<file path="config.mk">
export PLATFORM = sky130hd
export DESIGN_NAME = mem_wb_stage
export DESIGN_NICKNAME = d
export VERILOG_FILES = /design/src/rtl/mem_wb_stage.sv
export SDC_FILE = /design/constraint.sdc
export NUM_CORES = 1
export LEC_CHECK = 0
export BUFFER_PORTS_ARGS = -buffer_cell sky130_fd_sc_hd__buf_4
export CAP_MARGIN = 10
export CELL_PAD_IN_SITES_DETAIL_PLACEMENT = 1
export CELL_PAD_IN_SITES_GLOBAL_PLACEMENT = 1
export CORE_UTILIZATION = 35
export CTS_CLUSTER_DIAMETER = 120
export CTS_CLUSTER_SIZE = 30
export DETAILED_ROUTE_END_ITERATION = 7
export GPL_TIMING_DRIVEN = 0
export PLACE_DENSITY_LB_ADDON = 0.1
export SETUP_SLACK_MARGIN = 0.15
export SLEW_MARGIN = 10
export SYNTH_ARGS = -nofsm -noshare
export SYNTH_HDL_FRONTEND = slang
export SYNTH_SLANG_ARGS = --single-unit
export TNS_END_PERCENT = 1
</file>
<file path="constraint.sdc">
create_clock -name clk -period 2.95 [get_ports clk]
set_clock_uncertainty 0.2 [all_clocks]
set_input_delay 0.59 -clock clk [delete_from_list [all_inputs] [get_ports clk]]
set_output_delay 0.59 -clock clk [all_outputs]
set_load 0.1 [all_outputs]
</file>
<file path="src/rtl/mem_wb_stage.sv">
// Elastic MEM->WB pipeline stage with an optional 2-entry skid buffer.
// It also suppresses writes to x0, selects the writeback result and counts retired instructions.
module mem_wb_stage #(
  parameter int unsigned XLEN       = 32,
  parameter int unsigned REG_ADDR_W = 5,
  parameter int unsigned SKID       = 1,
  parameter int unsigned CNT_W      = 32
) (
  input  logic                  clk,
  input  logic                  reset,
  input  logic                  flush,
  input  logic                  in_valid,
  output logic                  in_ready,
  input  logic [XLEN-1:0]       ALUResultM,
  input  logic [XLEN-1:0]       ReadDataM,
  input  logic [XLEN-1:0]       PCPlus4M,
  input  logic [REG_ADDR_W-1:0] RdM,
  input  logic                  RegWriteM,
  input  logic [1:0]            ResultSrcM,
  output logic                  out_valid,
  input  logic                  out_ready,
  output logic [XLEN-1:0]       ALUResultW,
  output logic [XLEN-1:0]       ReadDataW,
  output logic [XLEN-1:0]       PCPlus4W,
  output logic [REG_ADDR_W-1:0] RdW,
  output logic                  RegWriteW,
  output logic [1:0]            ResultSrcW,
  output logic [XLEN-1:0]       ResultW,
  output logic [1:0]            occupancy,
  output logic [CNT_W-1:0]      retired_count
);

  typedef struct packed {
    logic [XLEN-1:0]       alu;
    logic [XLEN-1:0]       rdata;
    logic [XLEN-1:0]       pc4;
    logic [REG_ADDR_W-1:0] rd;
    logic                  regwrite;
    logic [1:0]            src;
  } entry_t;

  // Encoding doubles as the occupancy count.
  typedef enum logic [1:0] {
    StEmpty = 2'd0,
    StOne   = 2'd1,
    StTwo   = 2'd2
  } state_e;

  state_e           state_q;
  entry_t           head_q;
  entry_t           skid_q;
  entry_t           in_entry;
  logic [CNT_W-1:0] cnt_q;
  logic             in_fire;
  logic             out_fire;

  always_comb begin
    in_entry.alu      = ALUResultM;
    in_entry.rdata    = ReadDataM;
    in_entry.pc4      = PCPlus4M;
    in_entry.rd       = RdM;
    in_entry.regwrite = RegWriteM;
    in_entry.src      = ResultSrcM;
  end

  assign out_valid = (state_q != StEmpty);
  // With the skid entry, readiness comes from registered state only, never from out_ready.
  assign in_ready  = (SKID != 0) ? (state_q != StTwo) : (!out_valid || out_ready);
  assign in_fire   = in_valid && in_ready;
  assign out_fire  = out_valid && out_ready;

  always_ff @(posedge clk or negedge reset) begin
    if (!reset) begin
      state_q <= StEmpty;
      head_q  <= '0;
      skid_q  <= '0;
      cnt_q   <= '0;
    end else begin
      if (out_fire) begin
        cnt_q <= cnt_q + CNT_W'(1);
      end
      if (flush) begin
        state_q <= StEmpty;
      end else begin
        case (state_q)
          StEmpty: begin
            if (in_fire) begin
              state_q <= StOne;
              head_q  <= in_entry;
            end
          end
          StOne: begin
            if (in_fire && out_fire) begin
              head_q <= in_entry;
            end else if (in_fire && (SKID != 0)) begin
              state_q <= StTwo;
              skid_q  <= in_entry;
            end else if (out_fire) begin
              state_q <= StEmpty;
            end
          end
          StTwo: begin
            if (out_fire) begin
              state_q <= StOne;
              head_q  <= skid_q;
            end
          end
          default: state_q <= StEmpty;
        endcase
      end
    end
  end

  assign ALUResultW    = head_q.alu;
  assign ReadDataW     = head_q.rdata;
  assign PCPlus4W      = head_q.pc4;
  assign RdW           = head_q.rd;
  assign ResultSrcW    = head_q.src;
  assign RegWriteW     = out_valid && head_q.regwrite && (head_q.rd != '0);
  assign occupancy     = state_q;
  assign retired_count = cnt_q;

  always_comb begin
    unique case (head_q.src)
      2'b01:   ResultW = head_q.rdata;
      2'b10:   ResultW = head_q.pc4;
      default: ResultW = head_q.alu;
    endcase
  end

endmodule

</file>
# Word-level counts from Yosys, hierarchy flattened
# Index checks and enable logic that the tools add are counted.
# word_totals
output_inout_bits	172
regBits	242
# op_classes
bitwise_logic	2
n_reduce_logical	12
n_addsub	1
mux	12
eq_ne	12
# ops
operator	count
$mux 104	3
$pmux 104 s3	1
$pmux 32 s2	1
$add 32x1->32 const B	1
$mux 2	6
$ne 3x3->1 const B	3
$ne 2x2->1 const B	4
$reduce_and 4->1	2
$pmux 2 s3	1
$logic_and 1x1->1	5
$reduce_and 5->1	1
$reduce_bool 5->1	1
$eq 2x1->1 const B	2
$eq 2x2->1 const B	2
$ne 4x4->1 const B	1
$reduce_bool 3->1	1
$logic_not 2->1	1
$not 1->1	2
$reduce_bool 2->1	1

# Logic depth before layout (Yosys ltp)
# Gate-level depths: netlist of run 1.
# depth
depth_word	7
depth_mapped	7
depth_no_buf	5

# Least setup slack after synthesis of run 1
# No wires, ideal clock.
# synth_path
kind	register -> output
start	register head_q (netlist bit ResultSrcW[0])
end	output port ResultW[0]
arrival_ns	3.173
required_ns	2.160
slack_ns	-1.013
stages_incl_launch_ff	6
path_cell_list	dfrtp_1 -> inv_1 -> ha_1 -> clkbuf_1 -> a22oi_1 -> o21ai_0
# synth_between
elab_chain_cells	2
word_cells_on_any_way	3
# synth_rtl
item	line	rtl
from (decl)	50	entry_t head_q;
from (signal assigned)	89	head_q <= in_entry;
from (signal assigned)	94	head_q <= in_entry;
from (signal assigned)	105	head_q <= skid_q;
$eq 2x2->1 or $eq 2x1->1 (tied branches)	124	unique case (head_q.src)
$pmux 32 s2 *	124	
to (decl)	28	output logic [XLEN-1:0] ResultW,
# Every way passes the cells marked *; elsewhere a longest branch is shown, timed or not.

# Worst setup path in the final report of run 1
# layout_path
start	register head_q (netlist bit ResultSrcW[1])
end	output port ResultW[15]
# The elaborated chain is that of the path after synthesis.

==> flow_metrics.tcl, run 1 <==
set metrics [dict create \
    ff2ff_setup_slack_ns 0.37 \
    p_leak_nw 7.28 \
    fill_cells 3479 \
    layout-drive-gt1-share_pct 66.4 \
    drv_cap 0 \
    synthTopCellsByArea "dfrtp_1 51%, mux2_2 29%, buf_4 6.5%, a22oi_1 2.0%, nand2_1 1.4%" \
    ys_warn_count 0 \
    grt_overflow 0 \
    r2r_end "PCPlus4W[6]$_DFFE_PN0P_" \
    min_path_type "in2reg" \
    start_util_pct 35.6 \
    synth-seq-cells 242 \
    antenna_left 0 \
    num_io_pins 281 \
    post_drt_wl_per_cell_um 22.1 \
    wl_mm 37.1 \
    dieArea_um2 34900 \
    hpwl_mm 26.9 \
    p_per_area_nw_per_um2 918 \
    io_buffers 280 \
    clk_pin_slew_ns 0.12 \
    rr_startpoint "occupancy[1]$_DFFE_PN0P_" \
    period_needed_ns 2.81 \
    grt_pass1_wl_mm 55.7 \
    synth.top_cell.area_share_pct 50.6 \
    crit_fanout 10 \
    dp.cells 1650 \
    yosysTopAreaCell "dfrtp_1" \
    synth.most_common_cell "mux2_2" \
    async_flop_share_pct 100 \
    dr.pass1.iters 4 \
    h-tree-depth 1 \
    place_congestion 0.776 \
    path_class "reg2out" \
    netlist_area_um2 12000 \
    tightest_slew_ns 0.781 \
    cts_root_buffer "clkbuf_16" \
    syn_to_final_growth_pct 33.6 \
    drtIter0Drc 293 \
    setup_viol 0 \
    synth_commonest_cells "304 x mux2_2, 242 x dfrtp_1, 103 x buf_4" \
    endpoint "ResultW[15]" \
    vias_per_cell 4.90 \
    ff_latch_area_um2 6060 \
    coreArea_um2 33600 \
    antenna_found_initial 2 \
    synth_edf_count 0 \
    instances_no_fill 1677 \
    drv_slew 0 \
    grt_max_degree 102 \
    syn_inst 920 \
    clockBufferDepth 3 \
    hold_viol 0 \
    crit_path_start "ResultSrcW[1]$_DFFE_PN0P_" \
    seq_area_frac_synth_pct 50.6 \
    cts_buffers 12 \
    rsz0062_at_grt "true" \
    peakVddDrop_mv 0.672 \
    max_slew_margin_pct 47.9 \
    start_kind "register" \
    die_y_um 187 \
    worstPathRequired_ns 2.16 \
    ys.flop_type "dfrtp_1" \
    tritoncts "yes" \
    grt_pass1_vias 8936 \
    worstSkewPairLatency_ns 0.51 \
    setup_ws_ns 0.137 \
    worstPathArrival_ns 2.02 \
    finalCritPeriodShare_pct 95.3 \
    cts_num_sinks 242 \
    route.vias.total 8217 \
    status "finished, final reports clean" \
    r2r_cells 6 \
    rows 67 \
    drc 0 \
    synth.distinct_cells 40 \
    end_kind "output port" \
    dp_slack_ns -0.460 \
    multi_input_area_um2 5180 \
    track_usage_pct 21.1 \
    synth.avg_cell_area_um2 13.0 \
    die_w_um 187 \
    finalNetCount 1337 \
    fmax_mhz 356 \
    synth_nets 1032 \
]
[how the worst min path moves through the flow]
stage	start	end	slack, ns	cells after the start
finish	flush	occupancy[0]$_DFFE_PN0P_	0.05	2
global route	flush	occupancy[0]$_DFFE_PN0P_	0.04	2
CTS	flush	occupancy[0]$_DFFE_PN0P_	0.03	2
detailed placement	retired_count[31]$_DFFE_PN0P_	retired_count[31]$_DFFE_PN0P_	0.26	1
global placement	retired_count[31]$_DFFE_PN0P_	retired_count[31]$_DFFE_PN0P_	0.26	1
floorplan	reset	ALUResultW[0]$_DFFE_PN0P_	0.09	0
[layout by cell type (no fill, tap or decap), types with 3 or more instances in the layout]
cell / netlist / final
buf_6: 1 / 15
diode_2: 0 / 3
inv_1: 6 / 4
buf_4: 103 / 353
nor2_1: 8 / 8
nor3_1: 6 / 6
buf_1: 5 / 5
clkbuf_16: 0 / 20
mux2_1: 5 / 5
xor2_1: 16 / 16
o21ai_4: 0 / 16
a22oi_2: 0 / 8
nand3_1: 6 / 6
o21ai_1: 0 / 5
nand4_1: 8 / 8
xnor2_1: 15 / 15
nand2_1: 46 / 46
buf_12: 0 / 22
mux2i_1: 5 / 5
buf_2: 28 / 27
mux2_2: 304 / 304
o21ai_2: 0 / 11
nor4_2: 8 / 8
a22oi_1: 32 / 24
buf_8: 0 / 7
dfrtp_1: 242 / 241
[report_power, final]
part           internal (mW)  total [mW]  switching, mW
sequential              4.04        4.59          0.551
clock                  0.823        1.98           1.16
combinational           2.64        8.10           5.47
[critical path: stages (launching register included)]
cell and delay [ns]:
dfrtp_1 0.45, ha_4 0.31, clkbuf_16 0.17, clkbuf_16 0.17, nand2_1 0.10, o21ai_4 0.10
buf_12 0.20
[layout make-up]
class                   count  share of cell area (%)
repair buffers            291                    16.0
diodes                      3                  0.0470
inverters                   6                   0.141
multi-input cells         519                    32.4
flip-flops and latches    242                    37.9
plain buffers             153                    7.81
clock inverters             2                   0.219
clock buffers              13                    2.03
well taps                 448                    3.51
[what timing repair did]
item | in CTS | in global routing
hold buffers | 1 | 0
gates cloned | 1 | 3
endpoints found under the setup margin | 66 | 33
setup buffers | 2 | 2
pin swaps | 4 | 3
hold endpoints to repair | 58 | 0
gates resized for setup | 163 | 26
[through the flow]
step	TNS [ns]	cell area [um2]	total power [mW]	utilization, %	hold WS [ns]
6_report	0	16000	14.7	47.6	0.0506
5_1_grt	0	16000	15.2	47.5	0.0360
4_1_cts	0	15800	14.6	47.1	0.0264
3_5_place_dp	-15.55	14700	11.7	43.7	0.264
3_3_place_gp	-273.44	14600	11.6	43.5	0.262
2_1_floorplan	-8.84	12000	9.98	-	0.0944
[sequential cells by signal, summed over array words and instances (netlist names)]
| register | cells |
|---|---|
| retired_count | 32 |
| PCPlus4W | 32 |
| ALUResultW | 32 |
| RdW | 5 |
| skid_q | 104 |
| occupancy | 2 |
| head_q | 1 |
| ReadDataW | 32 |
| ResultSrcW | 2 |
[per-layer routing]
layer / wire length, um / track usage [%]
met5: 0 / 0
met4: 793 / 4.95
met3: 1950 / 4.37
met2: 17800 / 35.7
met1: 16500 / 27.7
[kinds of logic after synthesis]
| family | synth area share (%) |
|---|---|
| simple gates | 5.03 |
| fa+ha+maj | 0.314 |
| mux | 29.5 |
| flops | 50.6 |
| compound gates | 3.74 |
| xor+xnor | 2.27 |
| buf+inv | 8.57 |
No activity file was read; power rests on OpenSTA's default activity.
==> run 2: changes to the inputs <==
--- a/config.mk
+++ b/config.mk
@@ -14,7 +14,7 @@
 export CTS_CLUSTER_SIZE = 30
 export DETAILED_ROUTE_END_ITERATION = 7
 export GPL_TIMING_DRIVEN = 0
-export PLACE_DENSITY_LB_ADDON = 0.1
+export PLACE_DENSITY = 0.67
 export SETUP_SLACK_MARGIN = 0.15
 export SLEW_MARGIN = 10
 export SYNTH_ARGS = -nofsm -noshare
==> run 2 against run 1 <==
  * First-iteration DRC count down 12%
  * Highest routed layer unchanged
  * Clock-buffer cell count unchanged
  * Largest power group unchanged
  * Via count fell by 0.26%
  * Sequential power hardly changed
  * Flip-flop and latch count unchanged
  * Hold slack about the same
  * Combinational power is essentially flat
==> flow_metrics.tcl, run 2 (synthesis results as in run 1) <==
set metrics [dict create \
    status "finished, final reports clean" \
    final_cell_mix "353 x buf_4, 304 x mux2_2, 242 x dfrtp_1" \
    h-tree-depth 1 \
    grt_pass1_wl_mm 56.0 \
    route.vias.total 8196 \
    min_path_cells 2 \
    hp-start "flush" \
    min_path_type "in2reg" \
    finalCritPeriodShare_pct 94.8 \
    hold_end "occupancy[1]$_DFFE_PN0P_" \
    max_slew_margin_pct 43.8 \
    place_area_um2 14700 \
    track_usage_pct 21.0 \
    r2r_cells 5 \
    p_leak_nw 7.28 \
    rsz0062_at_grt "true" \
    fin_area_um2 16000 \
    cp_slowest_cell "dfrtp_1" \
    die_w_um 187 \
    antenna_left 0 \
    rr_startpoint "occupancy[1]$_DFFE_PN0P_" \
    io_buffers 280 \
    worstPathRequired_ns 2.16 \
    place_congestion 0.769 \
    hold_viol 0 \
    finalNetCount 1335 \
    worstSkewPairLatency_ns 0.50 \
    clockBufferDepth 3 \
    dp_slack_ns -0.338 \
    period_needed_ns 2.80 \
    layout-drive-gt1-share_pct 66.8 \
    start_kind "register" \
    fmax_mhz 357 \
    path_cells "inv_2 -> ha_4 -> clkbuf_16 -> clkbuf_16 -> o21ai_4 -> buf_12" \
    layout.cells.most_common "buf_4" \
    ff2ff_setup_slack_ns 0.36 \
    drv_cap 0 \
    hpwl_mm 26.9 \
    cts_buffers 12 \
    slowest_delay_ns 0.42 \
    cts_root_buffer "clkbuf_16" \
    start_util_pct 35.6 \
    drv_slew 0 \
    crit_fanout 10 \
    drtIter0Drc 259 \
    instances_no_fill 1673 \
    clk_pin_slew_ns 0.12 \
    die_y_um 187 \
    antenna_found_initial 1 \
    grt_max_degree 87 \
    wl_mm 37.0 \
    vias_per_cell 4.90 \
    grt_pass1_vias 8935 \
    rows 67 \
    cts_num_sinks 242 \
    regMostFlops "skid_q" \
    worstPathArrival_ns 2.01 \
    dr.pass1.iters 4 \
    peakVddDrop_mv 0.804 \
    syn_to_final_growth_pct 33.6 \
    dieArea_um2 34900 \
    num_io_pins 281 \
    cp_common_cell "clkbuf_16" \
    tns_ns 0 \
    grt_overflow 0 \
    coreArea_um2 33600 \
    r2r_end "skid_q[47]$_DFFE_PN0P_" \
    path_class "reg2out" \
    largest_register_ffs 104 \
    tritoncts "yes" \
    setup_ws_ns 0.152 \
    post_drt_wl_per_cell_um 22.1 \
    dp.cells 1650 \
    tightest_slew_ns 0.843 \
    end_kind "output port" \
    drc 0 \
    p_per_area_nw_per_um2 918 \
    setup_viol 0 \
]
==> run 2: changes by cell type in the layout (fill, tap and decap cells not counted), moves of 2 or more <==
cell / delta
a22oi_1: -5
o21ai_4: +4
nand2_2: +2
o21ai_1: -2
nand2_1: -2
a22oi_2: +5
diode_2: -2
buf_8: -5
o21ai_2: -2
clkbuf_8: +3
==> run 2: what timing repair did <==
item | 4_1_cts | 5_1_grt
gates cloned | 0 | 3
setup endpoints to repair | 33 | 33
pin swaps | 0 | 1
hold buffers | 1 | 0
resized for setup | 113 | 78
setup buffers | 2 | 1
endpoints found under the hold margin | 85 | 0
==> run 2: final cells by class <==
class	instances	area (um2)
Clock inverter	2	31.3
Buffer	153	1220
Antenna cell	1	2.50
Multi-Input combinational cell	519	5240
Clock buffer	13	325
Inverter	6	22.5
Fill cell	3474	17600
Timing Repair Buffer	289	2540
Sequential cell	242	6060
Tap cell	448	561
==> run 2: per-layer routing <==
layer	track usage (%)	share of wire (%)	vias to the layer above
met3	4.75	5.4	32
li1	-	-	3737
met4	3.44	1.5	0
met1	27.7	44	4229
met5	0	0	-
met2	35.8	49	198
==> run 2: worst max-delay path by stage <==
stage | from | end | slack (ns) | depth (start not counted)
floorplan | ResultSrcW[0]$_DFFE_PN0P_ | ResultW[0] | -0.28 | 5
global placement | reset | ALUResultW[3]$_DFFE_PN0P_ | -1.09 | 1
detailed placement | ResultSrcW[0]$_DFFE_PN0P_ | ResultW[24] | -0.34 | 7
CTS | ResultSrcW[0]$_DFFE_PN0P_ | ResultW[14] | 0.07 | 6
global route | ResultSrcW[0]$_DFFE_PN0P_ | ResultW[9] | 0.1 | 6
finish | ResultSrcW[0]$_DFFE_PN0P_ | ResultW[3] | 0.15 | 6
==> run 2: where the power goes <==
group / internal [mW] / switching [mW]
registers: 4.04 / 0.544
logic: 2.64 / 5.49
clock network: 0.828 / 1.15
==> run 2: critical path: cells and delay by family, from the launching register on <==
| kind | cells | cell delay [ns] |
|---|---|---|
| buf+inv | 4 | 0.66 |
| flops | 1 | 0.42 |
| fa+ha+maj | 1 | 0.22 |
| compound gates | 1 | 0.21 |
==> run 2: stage by stage <==
stage          power (mW)  util [%]  hold WS [ns]
4_1_cts              14.3      46.3        0.0309
3_5_place_dp         11.7      43.7         0.286
6_report             14.7      47.6        0.0510
3_3_place_gp         11.6      43.5         0.277
5_1_grt              15.2      47.6        0.0450
2_1_floorplan        9.98         -        0.0944
==> run 3: changes to the inputs <==
==> constraint.sdc (replaced) <==
create_clock -name clk -period 3.18 [get_ports clk]
set_clock_uncertainty 0.2 [all_clocks]
set_input_delay 0.636 -clock clk [delete_from_list [all_inputs] [get_ports clk]]
set_output_delay 0.636 -clock clk [all_outputs]
set_load 0.1 [all_outputs]
==> run 3 against run 2 <==
  * Hold slack better by 0.047 ns
  * Clock power is 8% lower
  * Setup slack better by 0.025 ns
  * Via count fell by 1.0%
  * Clock-buffer cell count did not move
  * Final area decreased by 4.2%
  * Highest routed layer unchanged
==> flow_metrics.tcl, run 3 (synthesis results as in run 1) <==
set metrics [dict create \
    status "finished, final reports clean" \
    dieArea_um2 34900 \
    hpwl_mm 26.9 \
    crit_path_start "ResultSrcW[0]$_DFFE_PN0P_" \
    rows 67 \
    crit_fanout 10 \
    min_path_type "in2reg" \
    worstSkewPairLatency_ns 0.50 \
    cts_root_buffer "clkbuf_16" \
    final_cell_mix "353 x buf_4, 304 x mux2_2, 242 x dfrtp_1" \
    start_util_pct 35.6 \
    holdWs_ns 0.0984 \
    track_usage_pct 20.9 \
    fmax_mhz 333 \
    grt_max_degree 87 \
    rr_startpoint "occupancy[0]$_DFFE_PN0P_" \
    grt_overflow 0 \
    coreArea_um2 33600 \
    finalNetCount 1329 \
    worstPathRequired_ns 2.34 \
    peakVddDrop_mv 0.732 \
    setup_viol 0 \
    layout.cells.most_common "buf_4" \
    drc 0 \
    tritoncts "yes" \
    layout-drive-gt1-share_pct 63.5 \
    antenna_left 0 \
    io_buffers 280 \
    end_kind "output port" \
    die_y_um 187 \
    num_io_pins 281 \
    ff2ff_setup_slack_ns 0.49 \
    post-route-util_pct 45.6 \
    clk_pin_slew_ns 0.12 \
    cts_buffers 12 \
    p_total_mw 12.9 \
    drv_cap 0 \
    regMostFlops "skid_q" \
    hold_viol 0 \
    rsz0062_at_grt "true" \
    grt_pass1_vias 8929 \
    die_w_um 187 \
    wl_mm 36.1 \
    dr.pass1.iters 4 \
    r2r_end "ReadDataW[5]$_DFFE_PN0P_" \
    fin_area_um2 15300 \
    h-tree-depth 1 \
    p_leak_nw 7.07 \
    endpoint "ResultW[22]" \
    setup_ws_ns 0.177 \
    antenna_found_initial 2 \
    grt_pass1_wl_mm 55.8 \
    post_drt_wl_per_cell_um 21.7 \
    dp_slack_ns -0.154 \
    place_congestion 0.769 \
    drv_slew 0 \
    r2r_cells 7 \
    drtIter0Drc 209 \
    tightest_slew_ns 0.859 \
    route.vias.total 8114 \
    worstPathArrival_ns 2.17 \
    syn_to_final_growth_pct 28.0 \
    cts_num_sinks 242 \
    finalCritPeriodShare_pct 94.4 \
    fill_cells 3549 \
    start_kind "register" \
    largest_register_ffs 104 \
    max_slew_margin_pct 42.8 \
    p_per_area_nw_per_um2 840 \
    period_needed_ns 3.00 \
    path_class "reg2out" \
    vias_per_cell 4.86 \
    place_area_um2 14700 \
    clockBufferDepth 3 \
]
==> run 3: changes by cell type in the layout (fill, tap and decap cells not counted), sizes merged <==
cell	previous run	this run
buf	427	433
clkbuf	27	15
diode	1	2
==> run 3: final cells by class <==
class                      instances  area (um2)  area share, %
sequential                       242        6060           39.5
multi-input combinational        519        4920           32.1
timing repair buffer             284        2300           15.0
buffer                           152        1100           7.16
tap                              448         561           3.66
clock buffer                      13         325           2.12
clock inverter                     2        31.3          0.204
inverter                           6        22.5          0.147
antenna                            2        5.00         0.0327
==> run 3: power by group <==
part | internal [mW] | leakage [nW] | switching, mW | total (mW)
logic | 1.97 | 3.94 | 4.83 | 6.80
clock network | 0.768 | 0.176 | 1.06 | 1.83
registers | 3.75 | 2.95 | 0.490 | 4.24
total | 6.49 | 7.07 | 6.38 | 12.9
==> run 3: worst min path at each step <==
stage	end	slack [ns]	cells after the start	start
2_1_floorplan	ALUResultW[0]$_DFFE_PN0P_	0.14	0	reset
3_3_place_gp	retired_count[31]$_DFFE_PN0P_	0.28	1	retired_count[31]$_DFFE_PN0P_
3_5_place_dp	retired_count[31]$_DFFE_PN0P_	0.29	1	retired_count[31]$_DFFE_PN0P_
4_1_cts	occupancy[1]$_DFFE_PN0P_	0.08	2	flush
5_1_grt	occupancy[1]$_DFFE_PN0P_	0.09	2	flush
6_report	occupancy[1]$_DFFE_PN0P_	0.1	2	flush
==> run 3: timing repair <==
item	in CTS	in global routing
endpoints found under the setup margin	33	32
gates resized for setup	50	43
pin swaps	0	0
hold buffers	1	0
hold endpoints to repair	85	0
buffers inserted	0	1
==> run 3: metrics by stage <==
step                std cells  setup TNS (ns)
floorplan                 920           -2.97
global placement         1648         -212.35
detailed placement       1650           -1.15
CTS                      1665         -0.0321
global route             1667               0
finish                   1668               0
==> run 3: critical path, cell delays in order, from the launching register on <==
cell     delay (ns)
dfrtp_1        0.42
inv_1          0.09
ha_1           0.32
buf_6          0.23
a22oi_1        0.16
o21ai_1        0.19
buf_6          0.25
==> run 3: metal layers <==
metal  up-vias  share of wire, %  global-route usage [%]
li1       3723                 -                       -
met2       193                49                    35.2
met5         -                 0                       0
met3        27               5.6                    4.80
met4         0               1.7                    4.29
met1      4171                44                    27.5
